### src/rtl/uart_tx_arbiter.sv
// uart_tx_arbiter: packet-granular round-robin sharing of one uart_tx among N_REQ byte streams
module uart_tx_arbiter #(
  parameter int N_REQ     = 3,
  parameter int MAX_BYTES = 16,
  parameter int TIMEOUT   = 255
) (
  input  logic               clk,
  input  logic               rst,
  input  logic [N_REQ-1:0]   req_valid,
  input  logic [8*N_REQ-1:0] req_data,
  input  logic [N_REQ-1:0]   req_last,
  output logic [N_REQ-1:0]   req_ready,
  output logic               tx_start,
  output logic [7:0]         tx_din,
  input  logic               tx_done,
  output logic [N_REQ-1:0]   grant,
  output logic               busy,
  output logic               abort
);
  localparam int PW = $clog2(N_REQ);
  localparam int BW = $clog2(MAX_BYTES + 1);
  localparam int TW = $clog2(TIMEOUT + 1);

  typedef enum logic [1:0] {IDLE, GRANT, LOAD, WAIT} state_t;

  state_t          state, state_nx;
  logic [PW-1:0]   ptr, gidx, sel, gnext;
  logic [BW-1:0]   bcnt;
  logic [TW-1:0]   tcnt;
  logic            last_flag, v_g, tmo, rel;

  assign v_g   = req_valid[gidx];
  assign tmo   = tcnt == TW'(TIMEOUT);
  assign rel   = last_flag || bcnt == BW'(MAX_BYTES);
  assign gnext = (gidx == PW'(N_REQ - 1)) ? '0 : gidx + 1'b1;
  assign busy  = |grant;

  // Scanning downward lets the lowest offset from ptr win without an early exit.
  always_comb begin
    sel = '0;
    for (int i = N_REQ - 1; i >= 0; i--)
      if (req_valid[(int'(ptr) + i) % N_REQ]) sel = PW'((int'(ptr) + i) % N_REQ);
  end

  always_ff @(posedge clk) begin
    if (rst) state <= IDLE;
    else     state <= state_nx;
  end

  always_comb begin
    state_nx  = state;
    req_ready = '0;
    tx_start  = 1'b0;
    abort     = 1'b0;
    case (state)
      IDLE:  state_nx = |req_valid ? GRANT : IDLE;
      GRANT: begin
        req_ready = req_valid & grant;
        abort     = !v_g && tmo;
        state_nx  = v_g ? LOAD : (tmo ? IDLE : GRANT);
      end
      LOAD: begin
        tx_start = 1'b1;
        state_nx = WAIT;
      end
      WAIT:    state_nx = !tx_done ? WAIT : (rel ? IDLE : GRANT);
      default: state_nx = IDLE;
    endcase
  end

  always_ff @(posedge clk) begin
    if (rst) begin
      ptr       <= '0;
      gidx      <= '0;
      grant     <= '0;
      bcnt      <= '0;
      tcnt      <= '0;
      tx_din    <= '0;
      last_flag <= 1'b0;
    end else begin
      case (state)
        IDLE: if (|req_valid) begin
          grant <= N_REQ'(1) << sel;
          gidx  <= sel;
          bcnt  <= '0;
          tcnt  <= '0;
        end
        GRANT: if (v_g) begin
          tx_din    <= req_data[8*gidx +: 8];
          last_flag <= req_last[gidx];
          bcnt      <= bcnt + 1'b1;
          tcnt      <= '0;
        end else if (tmo) begin
          grant <= '0;
          ptr   <= gnext;
        end else begin
          tcnt <= tcnt + 1'b1;
        end
        WAIT: if (tx_done && rel) begin
          grant <= '0;
          ptr   <= gnext;
        end
        default: ;
      endcase
    end
  end
endmodule

### config.mk
export PLATFORM = sky130hd
export DESIGN_NAME = uart_tx_arbiter
export DESIGN_NICKNAME = d
export VERILOG_FILES = /design/src/rtl/uart_tx_arbiter.sv
export SDC_FILE = /design/constraint.sdc
export NUM_CORES = 1
export LEC_CHECK = 0
export ABC_AREA = 1
export BUFFER_PORTS_ARGS = -buffer_cell sky130_fd_sc_hd__buf_2
export CORE_ASPECT_RATIO = 1.5
export CORE_UTILIZATION = 52
export DETAILED_ROUTE_END_ITERATION = 8
export PLACE_DENSITY = 0.85
export SLEW_MARGIN = 20
export SYNTH_ARGS = -nofsm -noshare
export SYNTH_HDL_FRONTEND = slang
export SYNTH_SLANG_ARGS = --single-unit
### constraint.sdc
create_clock -name clk -period 1.8 [get_ports clk]
set_input_delay 0.27 -clock clk [delete_from_list [all_inputs] [get_ports clk]]
set_output_delay 0.27 -clock clk [all_outputs]
set_load 0.01 [all_outputs]
==> metrics.txt <==
VDD IR max=0.642 mV; # DRC=0; Max-slew headroom=58.8%; crit path capture type=output pin; layout cell share with drive strength beyond 1=23.5%; final WL=4430 um; CP startpoint kind=register; sequential fraction of the synthesis area=33.2%; Congestion Overflow GR=0; library cells used by synthesis=28; Hold WS=245 ps; Hold-fix buffers, CTS=0; synth warn=0; CTS sink count=31; Die X=51.0 um; pre-CTS WS=222 ps; CTS tree=yes; largest net degree at the start of global routing=19; Slowest-stage cell, CP=dfxtp_1; io pins=50; Final Cycle Share=93.6%; antenna violations before repair=0; Max-Cap Viols=0; critical path depth in cells=7; Hold Path Class=in -> reg; worst setup margin=116 ps; worst hold path stage count=3; fin nets=388; CTS Buffer Depth=2; Setup Skew=7.88 ps; leakage=1.12 nW; syn_area_per_cell=6.45 um^2; worst setup path class=reg -> out; min Tclk post-route=1680 ps; area post-placement=2160 um^2; crit-path cells=inv_2, nor2_4, inv_2, nor2_4, nand2_4, inv_1, buf_2; clk root buf=clkbuf_8; CTS buffer count=5; Total GRT Usage=25.7%; antenna cells=0; clock slew at reported path FFs=70 ps; final non-filler cell area=2300 um^2; Setup TNS=0 ps; gpl congestion=0.829; Final Util=67.4%; first-pass GRT wire length=7470 um; Final HPWL DP=3400 um; Routed Antenna Nets=0; Area Growth Syn to Fin=23.1%; RSZ-0062 raised after global routing=no; Routed WL per cell=11.3 um; vias=1956; post-synthesis cell count=290; Final Hold Viols=0; Finish-stage setup viols=0; Die Area=3840 um^2; Synth async-reset ratio=0%; Cell Pwr Density=998 nW/um^2; Worst EP arrival=1410 ps; Max Slew Vio Count=0; Initial DRT Pass Iterations=4; CP required=1530 ps; measured slew at the worst slew-check pin=616 ps; Max stage delay on crit path=390 ps; Syn Std Cell Area=1870 um^2; Register-to-Register Path Depth=12; EDFF count, synth=0; Die Height=75.4 um; number of global-route vias before repair=1848; Skew-Pair Late Insertion Delay=290 ps; detailed router's first-iteration violation count=47; synthesis-stage register bit count=31; Rows=26; WP buf/inv=4; H-tree depth=2; IO buf count=49; family with the most delay on the worst path=simple AND/OR/NAND/NOR gates; syn_nets=330; fmax=0.594 GHz; peak fanout along the critical path=6; routed vias/inst=5.00; Initial Utilization=54.7%; Post-synth top flop=dfxtp_1; outcome=completed; core area=3420 um^2
-- layout make-up --
class                      count  area, um^2
fill                         312        1110
multi-input combinational    210        1060
sequential                    31         626
timing repair buffer          55         290
inverter                      45         171
clock buffer                   8         100
tap                           42        52.6
-- what timing repair did --
action	4_1_cts	5_1_grt
gates resized for setup	0	6
endpoints found under the setup margin	0	2
buffers inserted	0	4
-- routing by layer --
metal	vias to the layer above	part of all wire [%]	track usage, %
met5	-	0	0
li1	1044	-	-
met2	51	53	49.4
met4	0	1.5	10.2
met3	6	4.4	5.99
met1	855	41	26.4
-- synthesized netlist by cell type, drive strengths merged, types with 2 or more instances --
master  number  area share, %
xor2         2           0.94
nand2       83             18
ha           7            4.7
o21ai       16            4.3
nand3       22            6.6
nor3         7            1.9
a21oi       35            9.8
dfxtp       31             33
nor2        27            6.4
clkbuf       2           0.40
nand4        4            1.3
buf          2           0.60
a22o         3            1.4
inv         44            9.0
-- final timing paths --
path / from / to / slack (ps)
worst min register to register: grant[1]$_SDFFE_PP0P_ / grant[1]$_SDFFE_PP0P_ / 480
worst max register to register: ptr[0]$_SDFFE_PP0P_ / gidx[0]$_SDFFE_PP0P_ / 160
worst min-delay path: req_data[11] / tx_din[3]$_SDFFE_PP0P_ / 250
worst max-delay path: state[0]$_SDFF_PP0_ / abort / 120
-- cells by family after synthesis --
family	share of synthesized area [%]
flip-flops	33.2
adder cells (fa/ha/maj)	4.69
XOR/XNOR	0.937
AO/OA/AOI/OAI	16.3
AND/OR/NAND/NOR	34.7
buffers and inverters	10.2
-- registers in the layout, indices dropped and copies added, names as in the netlist --
signal,cells
bcnt,5
last_flag,1
ptr,2
tcnt,8
grant,3
gidx,2
state,2
tx_din,8
-- stage by stage --
stage | std cells | power, W
after floorplan | 290 | 0.00142
after global placement | 379 | 0.00164
after detailed placement | 379 | 0.00165
after CTS | 387 | 0.00226
after global routing | 391 | 0.00246
final | 391 | 0.00230
-- layout by cell type (no fill, tap or decap), types with 2 or more instances in the layout --
cell,count
a21oi_1,33
a21oi_2,2
a22o_1,3
buf_2,49
buf_4,6
clkbuf_8,7
dfxtp_1,27
dfxtp_2,4
ha_1,6
inv_1,39
inv_2,4
nand2_1,80
nand2_4,3
nand3_1,21
nand4_1,4
nor2_1,24
nor2_4,2
nor3_1,7
o21ai_0,15
xor2_1,2
-- report_power, final --
group / internal (W) / switching, W / total, W
Clock: 0.000349 / 0.000266 / 0.000614
Combinational: 0.000316 / 0.000517 / 0.000833
Sequential: 0.000780 / 0.0000694 / 0.000850
-- worst reg2reg max path: stages, from the launching register on --
cell     delay, ps
dfxtp_1        390
inv_1           80
ha_1           360
nand2_1        110
nand3_1         70
nand2_1         70
nand2_1         50
nand2_1         70
nand2_1         50
nand2_1         70
o21ai_0        110
nand2_1         80
inv_1           30
Note: power is estimated with default switching activity, not from simulation.
